--- config.mk ---
export PLATFORM = sky130hd
export DESIGN_NAME = scr1_wb_dmem_initiator_flat
export DESIGN_NICKNAME = d
export VERILOG_FILES = /design/src/rtl/scr1_wb_dmem_initiator_if.sv /design/src/rtl/scr1_wb_dmem_initiator.sv /design/src/flat_wrapper.sv
export SDC_FILE = /design/constraint.sdc
export NUM_CORES = 1
export LEC_CHECK = 0
export BUFFER_PORTS_ARGS = -buffer_cell sky130_fd_sc_hd__buf_2
export CORE_MARGIN = 1.5
export CORE_UTILIZATION = 45
export DETAILED_ROUTE_END_ITERATION = 10
export PLACE_DENSITY = 0.77
export SLEW_MARGIN = 40
export SYNTH_ARGS = -nofsm -noshare
export SYNTH_HDL_FRONTEND = slang
export SYNTH_SLANG_ARGS = --single-unit
--- constraint.sdc ---
create_clock -name clk -period 3.69 [get_ports clk]
set_input_delay 0.738 -clock clk [delete_from_list [all_inputs] [get_ports clk]]
set_output_delay 0.738 -clock clk [all_outputs]
set_load 0.01 [all_outputs]
--- src/rtl/scr1_wb_dmem_initiator_if.sv ---
// Bundle of the core data-memory port and the Wishbone initiator port.
// Handshakes:
//   Core side: a request transfers on a clock edge where dmem_req and
//   dmem_req_ack are both high. The response is the single cycle in which
//   dmem_resp is non-zero (1 = OK, 2 = error).
//   Wishbone side: wbd_stb_o stays high, with address/data/selects stable,
//   until the cycle in which wbd_ack_i or wbd_err_i is sampled high.
interface scr1_wb_dmem_initiator_if #(
    parameter int AW = 32
);
    logic          dmem_req;
    logic          dmem_cmd;
    logic [1:0]    dmem_width;
    logic [AW-1:0] dmem_addr;
    logic [31:0]   dmem_wdata;
    logic          dmem_req_ack;
    logic [31:0]   dmem_rdata;
    logic [1:0]    dmem_resp;

    logic          wbd_stb_o;
    logic [AW-1:0] wbd_adr_o;
    logic          wbd_we_o;
    logic [31:0]   wbd_dat_o;
    logic [3:0]    wbd_sel_o;
    logic [31:0]   wbd_dat_i;
    logic          wbd_ack_i;
    logic          wbd_err_i;

    logic          timeout_o;

    // Initiator side: consumes core requests and Wishbone responses.
    modport master (
        input  dmem_req, dmem_cmd, dmem_width, dmem_addr, dmem_wdata,
        output dmem_req_ack, dmem_rdata, dmem_resp,
        output wbd_stb_o, wbd_adr_o, wbd_we_o, wbd_dat_o, wbd_sel_o,
        input  wbd_dat_i, wbd_ack_i, wbd_err_i,
        output timeout_o
    );

    // Environment side: the core plus the Wishbone responder.
    modport slave (
        output dmem_req, dmem_cmd, dmem_width, dmem_addr, dmem_wdata,
        input  dmem_req_ack, dmem_rdata, dmem_resp,
        input  wbd_stb_o, wbd_adr_o, wbd_we_o, wbd_dat_o, wbd_sel_o,
        output wbd_dat_i, wbd_ack_i, wbd_err_i,
        input  timeout_o
    );
endinterface

--- src/rtl/scr1_wb_dmem_initiator.sv ---
// Wishbone initiator for the core data-memory port: one transaction at a
// time, byte-lane steering, misalignment rejection and a bus timeout.
module scr1_wb_dmem_initiator #(
    parameter int AW             = 32,
    parameter int TIMEOUT_CYCLES = 255
) (
    input  logic                      clk,
    input  logic                      rst,
    scr1_wb_dmem_initiator_if.master  bus,
    output logic [1:0]                dbg_state
);

    localparam logic [1:0] ST_IDLE = 2'd0;
    localparam logic [1:0] ST_BUS  = 2'd1;
    localparam logic [1:0] ST_RESP = 2'd2;

    localparam logic [1:0] RESP_NONE = 2'd0;
    localparam logic [1:0] RESP_OK   = 2'd1;
    localparam logic [1:0] RESP_ERR  = 2'd2;

    // Counter is sized to hold TIMEOUT_CYCLES; a 1-bit stub when disabled.
    localparam int             CW       = (TIMEOUT_CYCLES > 0) ? $clog2(TIMEOUT_CYCLES + 1) : 1;
    localparam logic [CW-1:0]  TO_LIMIT = CW'(TIMEOUT_CYCLES);

    logic [1:0]    state;
    logic [1:0]    width_q;
    logic [1:0]    off_q;
    logic [CW-1:0] cnt;

    logic          stb_q;
    logic [AW-1:0] adr_q;
    logic          we_q;
    logic [31:0]   dat_q;
    logic [3:0]    sel_q;
    logic [31:0]   rdata_q;
    logic [1:0]    resp_q;
    logic          timeout_q;

    logic          accept;
    logic [1:0]    req_off;
    logic          req_misaligned;
    logic [3:0]    req_sel;
    logic [31:0]   req_dat;
    logic [31:0]   rd_shifted;
    logic [31:0]   rd_value;
    logic [CW-1:0] cnt_inc;
    logic          timeout_hit;
    logic          bus_ack;
    logic          bus_err;

    assign accept         = bus.dmem_req && (state == ST_IDLE);
    assign req_off        = bus.dmem_addr[1:0];
    assign cnt_inc        = cnt + 1'b1;
    assign timeout_hit    = (TIMEOUT_CYCLES != 0) && (cnt_inc == TO_LIMIT);
    // Terminations only count while the strobe is actually out.
    assign bus_ack        = bus.wbd_ack_i && stb_q;
    assign bus_err        = bus.wbd_err_i && stb_q;

    // Classify the incoming request and steer its write data onto byte lanes.
    always_comb begin
        req_misaligned = 1'b0;
        req_sel        = 4'b0000;
        req_dat        = bus.dmem_wdata << {req_off, 3'b000};
        case (bus.dmem_width)
            2'd0: begin
                req_sel = 4'b0001 << req_off;
            end
            2'd1: begin
                req_misaligned = req_off[0];
                req_sel        = 4'b0011 << req_off;
            end
            2'd2: begin
                req_misaligned = (req_off != 2'd0);
                req_sel        = 4'b1111;
                req_dat        = bus.dmem_wdata;
            end
            default: begin
                req_misaligned = 1'b1;
            end
        endcase
    end

    // Right-justify and zero-extend the read lanes of the current transfer.
    always_comb begin
        rd_shifted = bus.wbd_dat_i >> {off_q, 3'b000};
        case (width_q)
            2'd0:    rd_value = {24'd0, rd_shifted[7:0]};
            2'd1:    rd_value = {16'd0, rd_shifted[15:0]};
            default: rd_value = rd_shifted;
        endcase
    end

    // Transaction FSM together with the registered bus and response outputs.
    always_ff @(posedge clk or posedge rst) begin
        if (rst) begin
            state     <= ST_IDLE;
            width_q   <= 2'd0;
            off_q     <= 2'd0;
            cnt       <= '0;
            stb_q     <= 1'b0;
            adr_q     <= '0;
            we_q      <= 1'b0;
            dat_q     <= 32'd0;
            sel_q     <= 4'd0;
            rdata_q   <= 32'd0;
            resp_q    <= RESP_NONE;
            timeout_q <= 1'b0;
        end else begin
            case (state)
                ST_IDLE: begin
                    cnt <= '0;
                    if (accept) begin
                        width_q <= bus.dmem_width;
                        off_q   <= req_off;
                        if (req_misaligned) begin
                            resp_q <= RESP_ERR;
                            state  <= ST_RESP;
                        end else begin
                            stb_q <= 1'b1;
                            adr_q <= {bus.dmem_addr[AW-1:2], 2'b00};
                            we_q  <= bus.dmem_cmd;
                            sel_q <= req_sel;
                            dat_q <= req_dat;
                            state <= ST_BUS;
                        end
                    end
                end
                ST_BUS: begin
                    if (bus_err) begin
                        stb_q   <= 1'b0;
                        resp_q  <= RESP_ERR;
                        rdata_q <= 32'd0;
                        state   <= ST_RESP;
                    end else if (bus_ack) begin
                        stb_q  <= 1'b0;
                        resp_q <= RESP_OK;
                        if (!we_q) begin
                            rdata_q <= rd_value;
                        end
                        state <= ST_RESP;
                    end else if (timeout_hit) begin
                        stb_q     <= 1'b0;
                        timeout_q <= 1'b1;
                        resp_q    <= RESP_ERR;
                        state     <= ST_RESP;
                    end else if (TIMEOUT_CYCLES != 0) begin
                        cnt <= cnt_inc;
                    end
                end
                ST_RESP: begin
                    resp_q <= RESP_NONE;
                    cnt    <= '0;
                    state  <= ST_IDLE;
                end
                default: begin
                    stb_q  <= 1'b0;
                    resp_q <= RESP_NONE;
                    state  <= ST_IDLE;
                end
            endcase
        end
    end

    assign bus.dmem_req_ack = accept;
    assign bus.dmem_rdata   = rdata_q;
    assign bus.dmem_resp    = resp_q;
    assign bus.wbd_stb_o    = stb_q;
    assign bus.wbd_adr_o    = adr_q;
    assign bus.wbd_we_o     = we_q;
    assign bus.wbd_dat_o    = dat_q;
    assign bus.wbd_sel_o    = sel_q;
    assign bus.timeout_o    = timeout_q;
    assign dbg_state        = state;

endmodule

--- src/flat_wrapper.sv ---
// flat-port wrapper written by rule: the top's interface ports become plain ports
module scr1_wb_dmem_initiator_flat 
#(
    parameter int AW             = 32,
    parameter int TIMEOUT_CYCLES = 255
)
  (clk, rst, dbg_state, bus_dmem_req, bus_dmem_cmd, bus_dmem_width, bus_dmem_addr, bus_dmem_wdata, bus_dmem_req_ack, bus_dmem_rdata, bus_dmem_resp, bus_wbd_stb_o, bus_wbd_adr_o, bus_wbd_we_o, bus_wbd_dat_o, bus_wbd_sel_o, bus_wbd_dat_i, bus_wbd_ack_i, bus_wbd_err_i, bus_timeout_o);
  scr1_wb_dmem_initiator_if #(.AW(AW)) bus_i ();
  input  logic clk;
  input  logic rst;
  output logic [1:0] dbg_state;
  input wire logic [$bits(bus_i.dmem_req)-1:0] bus_dmem_req;
  input wire logic [$bits(bus_i.dmem_cmd)-1:0] bus_dmem_cmd;
  input wire logic [$bits(bus_i.dmem_width)-1:0] bus_dmem_width;
  input wire logic [$bits(bus_i.dmem_addr)-1:0] bus_dmem_addr;
  input wire logic [$bits(bus_i.dmem_wdata)-1:0] bus_dmem_wdata;
  output wire logic [$bits(bus_i.dmem_req_ack)-1:0] bus_dmem_req_ack;
  output wire logic [$bits(bus_i.dmem_rdata)-1:0] bus_dmem_rdata;
  output wire logic [$bits(bus_i.dmem_resp)-1:0] bus_dmem_resp;
  output wire logic [$bits(bus_i.wbd_stb_o)-1:0] bus_wbd_stb_o;
  output wire logic [$bits(bus_i.wbd_adr_o)-1:0] bus_wbd_adr_o;
  output wire logic [$bits(bus_i.wbd_we_o)-1:0] bus_wbd_we_o;
  output wire logic [$bits(bus_i.wbd_dat_o)-1:0] bus_wbd_dat_o;
  output wire logic [$bits(bus_i.wbd_sel_o)-1:0] bus_wbd_sel_o;
  input wire logic [$bits(bus_i.wbd_dat_i)-1:0] bus_wbd_dat_i;
  input wire logic [$bits(bus_i.wbd_ack_i)-1:0] bus_wbd_ack_i;
  input wire logic [$bits(bus_i.wbd_err_i)-1:0] bus_wbd_err_i;
  output wire logic [$bits(bus_i.timeout_o)-1:0] bus_timeout_o;
  assign bus_i.dmem_req = bus_dmem_req;
  assign bus_i.dmem_cmd = bus_dmem_cmd;
  assign bus_i.dmem_width = bus_dmem_width;
  assign bus_i.dmem_addr = bus_dmem_addr;
  assign bus_i.dmem_wdata = bus_dmem_wdata;
  assign bus_dmem_req_ack = bus_i.dmem_req_ack;
  assign bus_dmem_rdata = bus_i.dmem_rdata;
  assign bus_dmem_resp = bus_i.dmem_resp;
  assign bus_wbd_stb_o = bus_i.wbd_stb_o;
  assign bus_wbd_adr_o = bus_i.wbd_adr_o;
  assign bus_wbd_we_o = bus_i.wbd_we_o;
  assign bus_wbd_dat_o = bus_i.wbd_dat_o;
  assign bus_wbd_sel_o = bus_i.wbd_sel_o;
  assign bus_i.wbd_dat_i = bus_wbd_dat_i;
  assign bus_i.wbd_ack_i = bus_wbd_ack_i;
  assign bus_i.wbd_err_i = bus_wbd_err_i;
  assign bus_timeout_o = bus_i.timeout_o;
  scr1_wb_dmem_initiator #(.AW(AW), .TIMEOUT_CYCLES(TIMEOUT_CYCLES)) u_core (.clk(clk), .rst(rst), .bus(bus_i), .dbg_state(dbg_state));
endmodule
==> metrics.md, run 1 <==
| Metric | Value |
|---|---|
| Worst r2r src | u_core.dbg_state[0] |
| Fill cells | between 1000 and 1500 |
| GR Util All Layers | 0.247 |
| Largest net degree at the start of global routing | around 120 |
| Max-cap violations | 0 |
| Number of global-route vias before repair | 5182 |
| Worst Setup Path Type | reg -> out |
| IO Port Bufs | 209 |
| Max frequency | approximately 390 MHz |
| Final HPWL DP | 11200 µm |
| Crit path capture type | output pin |
| Die area | 13500 µm² |
| Worst Hold Class | in -> async |
| DR WL/cell | around 16 µm |
| Global-route wire length before repair | about 26000 µm |
| Vias | between 5000 and 6000 |
| Crit path to | bus_dmem_req_ack |
| CP Launch Type | register |
| R2R Setup Slk | between 1.5 and 2 ns |
| Clk_lat worst skew | around 0.4 ns |
| Share of async-settable or async-resettable flops after synthesis | 1.00 |
| Tmin final | 2.59 ns |
| Post-synthesis sequential area ratio | 0.509 |
| Setup TNS | 0 ns |
| Detail Route Antenna Nets | 0 |
| Core area | between 10000 and 15000 µm² |
| Cell area after synthesis | around 5800 µm² |
| TritonRoute pass-1 iters | 5 |
| Die Span Y | between 100 and 150 µm |
| Fin cells | approximately 1000 |
| Max_slew headroom | 0.539 |
| Design Area, Final | 7480 µm² |
| VDD IR max | roughly 410 µV |
| Antenna violations before repair | 0 |
| Period utilization | 0.701 |
| RSZ-0062 raised after global routing | false |
| WHS | ~0.45 ns |
| CTS tree | done |
| H-tree Lvls | 4 |
| Row cnt | between 40 and 50 |
| Worst R2R Path Depth | 6 |
| Synth Flop Type | dfrtp_1 |
| PwrDens | roughly 790 nW/µm² |
| CP Max Fanout | 17 |
| Die extent in x | 116 µm |
| CTS-repair resized insts | 0 |
| Setup crit start | u_core.dbg_state[0] |
| Detailed Route Iter0 Violations | ~410 |
| Number of distinct library cells after synthesis | 52 |
| Routed WL | roughly 16000 µm |
| Gr ovfl total | 0 |
| Inserted Diodes | 0 |
| I/O pin total | ~210 |
| Placed cell area | around 6900 µm² |
| Req. time, crit path | roughly 3.0 ns |
| Final setup fails | 0 |
| Avg Synthesized Cell Area | just under 9 µm² |
| Final #Nets | about 940 |
| Clock Tree Buf Depth | 2 |
| # clock sinks | between 100 and 150 |
| Core Util, Final | 0.595 |
| Worst Path Arrival | 1.85 ns |
| Layout cells sized above 1 | 0.313 |
| CTS Buf Count | 17 |
| Worst Skew | 0.00927 ns |
| Synth Register Bits | 117 |
| Clk slew on worst S/H paths | roughly 0.050 ns |
| Final Max Tran Viols | 0 |
| Post-synth EDFFs | 0 |
| Pin slew with the least headroom to its limit | 0.692 ns |
| Dpl cells | between 900 and 1000 |
| Vias per inst | between 5 and 6 |
| Cell count after synthesis | approximately 650 |
| Initial Util | 0.458 |
| Synth warn | 0 |
| Layout overhead on the synthesized area | 30.0% |
| Status | finished, final reports clean |
| Lkg Pwr | ~0.0039 µW |
| Fin. Hold Viols | 0 |
| Post-CTS repair timing setup buffer count | 0 |
| DRC | 0 |
| CTS root buf | clkbuf_16 |
| Placer congestion estimate | roughly 0.83 |
| Post-CTS Hold Fix Bufs | 0 |
| Reg2reg end | u_core.bus.dmem_rdata[25] |
## synth_stat cells (all sizes together), types with 2 or more instances
cell type / n / area, µm²
a211oi: 2 / 20.0
and3: 2 / 12.5
a31oi: 9 / 56.3
xnor2: 3 / 26.3
nand2b: 22 / 138
dfrtp: 117 / 2930
o21ai: 39 / 195
nand3b: 2 / 15.0
a22o: 16 / 140
o311ai: 2 / 17.5
nor2b: 11 / 68.8
a211o: 9 / 78.8
ha: 2 / 25.0
inv: 8 / 30.0
clkbuf: 29 / 109
nor3: 5 / 30.0
nand2: 198 / 743
nand4: 2 / 18.8
nor2: 21 / 78.8
nand3: 27 / 135
buf: 17 / 86.3
a21oi: 29 / 156
o22ai: 8 / 50.1
mux2i: 20 / 200
a221oi: 8 / 70.1
a32o: 9 / 90.1
nor4: 2 / 18.8
o21a: 2 / 15.0
xor2: 3 / 26.3
o31ai: 8 / 60.1
## routing by layer
layer / share of wire / global-route usage / up-vias
li1: - / - / 2605
met1: 0.42 / 0.325 / 2593
met2: 0.48 / 0.391 / 268
met3: 0.086 / 0.0695 / 26
met4: 0.019 / 0.0959 / 0
met5: 0 / 0 / -
## worst max-delay path: stages, from the launching register on
cell and delay, ns:
dfrtp_1 0.68, nor2_1 0.13, nand2_1 0.28, inv_2 0.17, buf_2 0.17
## state kept, by name (all words and copies together), names as in the netlist
register	flops
u_core.bus.dmem_resp	2
u_core.width_q	2
u_core.bus.wbd_adr_o	30
u_core.dbg_state	2
u_core.bus.wbd_dat_o	32
u_core.bus.wbd_we_o	1
u_core.bus.wbd_sel_o	4
u_core.off_q	2
u_core.cnt	8
u_core.bus.dmem_rdata	32
u_core.bus.timeout_o	1
u_core.bus.wbd_stb_o	1
## power by group
group | total, µW | switching [µW] | internal (µW)
clock | 1530 | 567 | 964
combinational | 2100 | 1210 | 886
sequential | 2260 | 414 | 1850
## area by class of cell
class | count | area (µm²) | share of cell area
tap | 172 | 215 | 0.0288
multi-input combinational | 475 | 2630 | 0.352
inverter | 8 | 33.8 | 0.00451
clock buffer | 21 | 470 | 0.0629
sequential | 117 | 2930 | 0.391
timing repair buffer | 216 | 1120 | 0.150
clock inverter | 9 | 80.1 | 0.0107
## cell usage in the layout (no fill, tap or decap), types with 2 or more instances in the layout
master,instances
buf_2,209
nand2_1,198
dfrtp_1,116
o21ai_0,36
a21oi_1,28
nand3_1,27
nand2b_1,22
nor2_1,20
mux2i_1,20
clkbuf_16,17
a22o_1,16
nor2b_1,10
a31oi_1,9
a32o_1,9
a211o_1,9
o22ai_1,8
o31ai_1,8
a221oi_1,8
inv_1,6
clkinvlp_4,5
buf_4,5
nor3_1,4
clkinv_2,4
xor2_1,3
xnor2_1,3
clkbuf_8,3
and3_1,2
o311ai_0,2
o21a_1,2
nand3b_1,2
ha_1,2
conb_1,2
buf_12,2
## how the worst min path moves through the flow
stage | startpoint | slack, ns | endpoint
6_report | rst | 0.45 | u_core.bus.dmem_rdata[2]
5_1_grt | u_core.bus.wbd_adr_o[10] | 0.50 | u_core.bus.wbd_adr_o[10]
4_1_cts | u_core.bus.wbd_adr_o[5] | 0.47 | u_core.bus.wbd_adr_o[5]
3_5_place_dp | u_core.bus.wbd_dat_o[2] | 0.46 | u_core.bus.wbd_dat_o[2]
3_3_place_gp | u_core.bus.wbd_dat_o[5] | 0.45 | u_core.bus.wbd_dat_o[5]
2_1_floorplan | u_core.width_q[0] | 0.45 | u_core.width_q[0]
## through the flow
step | setup WS (ns) | power [µW]
global route | 0.985 | 6320
CTS | 1.08 | 5930
detailed placement | 0.975 | 4380
finish | 1.10 | 5890
global placement | 1.09 | 4320
floorplan | 1.52 | 3450
## kinds of logic after synthesis
| logic type | after synthesis | synth area share |
|---|---|---|
| muxes | 20 | 0.0348 |
| adders and majority gates | 2 | 0.00435 |
| DFF | 117 | 0.509 |
| AOI/OAI and AO/OA | 149 | 0.179 |
| xor gates and xnor gates | 6 | 0.00913 |
| and+or+nand+nor | 296 | 0.224 |
| other | 1 | 0.000652 |
| buffers and inverters | 54 | 0.0391 |
(Power assumes the default switching activity.)
==> run 2, diff against run 1 <==
--- a/config.mk
+++ b/config.mk
@@ -7,9 +7,9 @@
 export LEC_CHECK = 0
 export BUFFER_PORTS_ARGS = -buffer_cell sky130_fd_sc_hd__buf_2
 export CORE_MARGIN = 1.5
-export CORE_UTILIZATION = 45
+export CORE_UTILIZATION = 50
 export DETAILED_ROUTE_END_ITERATION = 10
-export PLACE_DENSITY = 0.77
+export PLACE_DENSITY = 0.81
 export SLEW_MARGIN = 40
 export SYNTH_ARGS = -nofsm -noshare
 export SYNTH_HDL_FRONTEND = slang
==> constraint.sdc (replaced) <==
create_clock -name clk -period 2.4 [get_ports clk]
set_input_delay 0.48 -clock clk [delete_from_list [all_inputs] [get_ports clk]]
set_output_delay 0.48 -clock clk [all_outputs]
set_load 0.01 [all_outputs]
==> metrics.md, run 2 (same netlist as run 1, synthesis figures left out) <==
| Metric | Value |
|---|---|
| Clk slew on worst S/H paths | ~0.060 ns |
| Placed cell area | between 6000 and 7000 µm² |
| Number of global-route vias before repair | roughly 5500 |
| Worst Hold Class | in -> async |
| Final Max Tran Viols | 0 |
| Final setup fails | 0 |
| Row cnt | 38 |
| DRC | 0 |
| CTS Buf Count | 17 |
| Post-CTS Hold Fix Bufs | 0 |
| Worst Setup Path Type | reg -> out |
| Fill cells | a little under 900 |
| Layout overhead on the synthesized area | 32.0% |
| Die extent in x | ~110 µm |
| Vias | ~5700 |
| RSZ-0062 raised after global routing | false |
| CP Launch Type | register |
| Fin cells | between 900 and 1000 |
| Setup TNS | 0 ns |
| Layout cells sized above 1 | 0.317 |
| Sw Ratio | 0.363 |
| Detail Route Antenna Nets | 0 |
| PwrDens | around 1300 nW/µm² |
| Req. time, crit path | between 1.5 and 2 ns |
| Design Area, Final | 7600 µm² |
| Fin. Hold Viols | 0 |
| Max frequency | approximately 440 MHz |
| TritonRoute pass-1 iters | 5 |
| Detailed Route Iter0 Violations | 429 |
| Max_slew headroom | 0.492 |
| Power share of the clock group | 0.292 |
| CTS-repair resized insts | 0 |
| CTS tree | done |
| Most frequent cells in the layout | buf_2 (209), nand2_1 (198), dfrtp_1 (117) |
| H-tree Lvls | 4 |
| VDD IR max | 905 µV |
| CP Max Fanout | 17 |
| Crit path capture type | output pin |
| Area occupied by multi-input gates | 2620 µm² |
| Die area | 12200 µm² |
| Setup crit start | u_core.dbg_state[0] |
| WHS | 0.241 ns |
| DR WL/cell | between 15 and 20 µm |
| Register area | a little under 3000 µm² |
| Sequential power share | 0.359 |
| Dpl cells | between 900 and 1000 |
| Tmin final | between 2 and 2.5 ns |
| Global-route wire length before repair | between 20000 and 30000 µm |
| Status | finished, final reports clean |
| Switch Pwr | roughly 3500 µW |
| Period utilization | 0.939 |
| Vias per inst | ~5.7 |
| Worst r2r src | u_core.dbg_state[0] |
| Final #Nets | about 950 |
| Clock Tree Buf Depth | 2 |
| Routed WL | ~17000 µm |
| Final HPWL DP | 12000 µm |
| Core Util, Final | 0.689 |
| CTS root buf | clkbuf_16 |
| Core area | ~11000 µm² |
| GR Util All Layers | 0.288 |
| Max-cap violations | 0 |
| # clock sinks | ~120 |
| Placer congestion estimate | 1.02 |
| Pin slew with the least headroom to its limit | around 0.76 ns |
| Gr ovfl total | 0 |
| Worst Skew | 0.00513 ns |
| Most common cell after layout, fill and taps aside | buf_2 |
| Largest net degree at the start of global routing | between 100 and 150 |
| Initial Util | 0.522 |
| Post-CTS repair timing setup buffer count | 0 |
| IO Port Bufs | 209 |
| Combinational group share of total power | 0.349 |
| I/O pin total | 212 |
| Antenna violations before repair | 0 |
| Lkg Pwr | 0.00394 µW |
| Inserted Diodes | 0 |
| Internal | a little over 6000 µW |
| Clk_lat worst skew | roughly 0.42 ns |
| Die Span Y | around 110 µm |
| Worst Path Arrival | approximately 1.8 ns |
-- run 2: power groups by stage --
stage | Sequential, µW | Combinational [µW] | Clock [µW]
5_1_grt | 3540 | 3720 | 2930
6_report | 3450 | 3360 | 2810
4_1_cts | 3440 | 3380 | 2830
3_5_place_dp | 3440 | 3350 | 0
2_1_floorplan | 3730 | 1570 | 0
3_3_place_gp | 3420 | 3250 | 0
-- run 2: worst max-delay path: stages, from the launching register on --
cell	delay [ns]
dfrtp_1	0.55
nor2_1	0.20
nand2_1	0.21
inv_2	0.23
buf_2	0.17
-- run 2: area by class of cell --
cell class / instances / area share
Clock inverter: 13 / 0.0268
Multi-Input combinational cell: 475 / 0.345
Clock buffer: 19 / 0.0596
Inverter: 8 / 0.00445
Tap cell: 140 / 0.0231
Timing Repair Buffer: 220 / 0.155
Sequential cell: 117 / 0.385
-- run 2: final timing paths --
path / endpoint / depth (start not counted) / slack, ns
worst max-delay path: bus_dmem_req_ack / 4 / 0.15
worst max register to register: u_core.bus.wbd_dat_o[10] / 6 / 0.42
max in group asynchronous: u_core.bus.wbd_dat_o[19] / 3 / 1.70
min in group clk: u_core.bus.wbd_adr_o[2] / 3 / 0.25
worst min-delay path: u_core.bus.wbd_adr_o[26] / 3 / 0.24
worst min register to register: u_core.bus.wbd_dat_o[4] / 2 / 0.46
-- run 2: through the flow --
step	total power [µW]	worst slack [ns]
finish	9610	0.146
floorplan	5300	0.493
global placement	6670	0.431
global route	10200	0.0291
CTS	9650	0.123
detailed placement	6800	0.381
-- run 2: layer usage --
metal,track usage,wire length (µm),up-vias
li1,-,-,2612
met1,0.337,6590,2731
met2,0.485,8450,305
met3,0.0923,1720,35
met4,0.128,376,0
met5,0,0,-
==> run 3, diff against run 2 <==
--- a/config.mk
+++ b/config.mk
@@ -5,11 +5,13 @@
 export SDC_FILE = /design/constraint.sdc
 export NUM_CORES = 1
 export LEC_CHECK = 0
+export ABC_CLOCK_PERIOD_IN_PS = 2400
 export BUFFER_PORTS_ARGS = -buffer_cell sky130_fd_sc_hd__buf_2
 export CORE_MARGIN = 1.5
 export CORE_UTILIZATION = 50
 export DETAILED_ROUTE_END_ITERATION = 10
 export PLACE_DENSITY = 0.81
+export REMOVE_ABC_BUFFERS = 1
 export SLEW_MARGIN = 40
 export SYNTH_ARGS = -nofsm -noshare
 export SYNTH_HDL_FRONTEND = slang
==> metrics.md, run 3 (same netlist as run 1, synthesis figures left out) <==
| Metric | Value |
|---|---|
| Worst Hold Class | in -> async |
| Fill cells | 825 |
| CTS Buf Count | 17 |
| DRC | 0 |
| Largest net degree at the start of global routing | just under 50 |
| RSZ-0062 raised after global routing | false |
| CTS-repair resized insts | 0 |
| Fin. Hold Viols | 0 |
| Max frequency | between 400 and 500 MHz |
| CTS root buf | clkbuf_16 |
| Core Util, Final | 0.694 |
| Gr ovfl total | 0 |
| Detail Route Antenna Nets | 0 |
| Max-cap violations | 0 |
| Vias per inst | 5.55 |
| Final HPWL DP | roughly 12000 µm |
| Antenna violations before repair | 0 |
| CP Launch Type | register |
| Die extent in x | 110 µm |
| Req. time, crit path | roughly 1.9 ns |
| Pin slew with the least headroom to its limit | 0.807 ns |
| Max_slew headroom | 0.458 |
| Final setup fails | 0 |
| Worst Path Arrival | around 1.5 ns |
| Crit path cell chain | nor2_1, nand2_1, inv_2, buf_2 |
| Layout overhead on the synthesized area | 32.9% |
| Placer congestion estimate | between 0.8 and 0.9 |
| Row cnt | 38 |
| Clk slew on worst S/H paths | 0.05 ns |
| Routed WL | approximately 17000 µm |
| Tmin final | around 2 ns |
| Clk_lat worst skew | between 0.4 and 0.5 ns |
| # clock sinks | 117 |
| Layout cells sized above 1 | 0.323 |
| CP Max Fanout | 10 |
| DR WL/cell | roughly 17 µm |
| Global-route wire length before repair | approximately 26000 µm |
| Most common cell after layout, fill and taps aside | buf_2 |
| Detailed Route Iter0 Violations | 522 |
| Final Max Tran Viols | 0 |
| Post-CTS Hold Fix Bufs | 0 |
| I/O pin total | between 200 and 250 |
| Core area | 11000 µm² |
| Initial Util | 0.522 |
| Vias | 5553 |
| Clock Tree Buf Depth | 2 |
| Post-CTS repair timing setup buffer count | 0 |
| Final #Nets | 953 |
| Largest stage delay, worst path | about 0.48 ns |
| Most frequent cells in the layout | buf_2 (209), nand2_1 (198), dfrtp_1 (117) |
| Period utilization | 0.834 |
| PwrDens | 1260 nW/µm² |
| VDD IR max | roughly 750 µV |
| Slowest CP cell | dfrtp_1 |
| IO Port Bufs | around 210 |
| H-tree Lvls | 4 |
| Worst Skew | between 0.008 and 0.009 ns |
| Die area | ~12000 µm² |
| Die Span Y | approximately 110 µm |
| Overall Power | around 9600 µW |
| Crit path capture type | output pin |
| GR Util All Layers | 0.277 |
| TritonRoute pass-1 iters | 8 |
| Number of global-route vias before repair | about 5300 |
| CTS tree | done |
| Lkg Pwr | approximately 0.004 µW |
| Worst Setup Path Type | reg -> out |
| Status | finished, final reports clean |
[run 3: layer usage]
metal	GRT usage	part of all wire	up-vias
met5	0	0	-
met4	0.130	0.034	0
met3	0.0817	0.074	56
met2	0.461	0.50	249
met1	0.331	0.39	2624
li1	-	-	2624
[run 3: final cells by class]
cell class,count,area (µm²),area share
flip-flops and latches,117,2930,0.383
repair buffers,228,1210,0.159
inverters,8,32.5,0.00425
diodes,1,2.50,0.000327
well taps,140,175,0.0229
clock buffers,23,498,0.0651
multi-input cells,475,2630,0.344
clock inverters,9,170,0.0222
[run 3: worst max-delay path: cells and delay by family, from the launching register on]
| kind | cells | cell delay, ns |
|---|---|---|
| buf+inv | 2 | 0.37 |
| simple gates | 2 | 0.26 |
| flops | 1 | 0.48 |
[run 3: path summary, 6_finish.rpt]
kind / cells past startpoint / endpoint / slack, ns / startpoint
max: 4 / bus_dmem_req_ack / 0.40 / u_core.dbg_state[1]
min: 2 / u_core.bus.wbd_dat_o[15] / 0.1 / rst
max reg2reg: 7 / u_core.dbg_state[0] / 0.42 / u_core.cnt[0]
min reg2reg: 2 / u_core.bus.wbd_dat_o[3] / 0.46 / u_core.bus.wbd_dat_o[3]
max in group asynchronous: 3 / u_core.bus.wbd_adr_o[11] / 1.51 / rst
min in group clk: 3 / u_core.bus.wbd_adr_o[24] / 0.25 / bus_dmem_addr[24]
[run 3: stage by stage]
step / std cells / worst slack, ns / setup TNS, ns / hold slack, ns / area, µm²
CTS: 1000 / 0.376 / 0 / 0.121 / 7650
floorplan: 600 / -1.34 / -214.83 / 0.446 / 5560
detailed placement: 968 / 0.342 / 0 / 0.453 / 6980
finish: 1001 / 0.398 / 0 / 0.0978 / 7650
global placement: 968 / 0.455 / 0 / 0.445 / 6980
global route: 1000 / 0.297 / 0 / 0.150 / 7650
[run 3: where the power goes]
part	leakage [µW]	switching, µW	internal [µW]	total [µW]
logic	0.00215	1950	1420	3370
clock network	0.000333	879	1970	2850
registers	0.00151	588	2840	3430
total	0.00400	3420	6230	9640
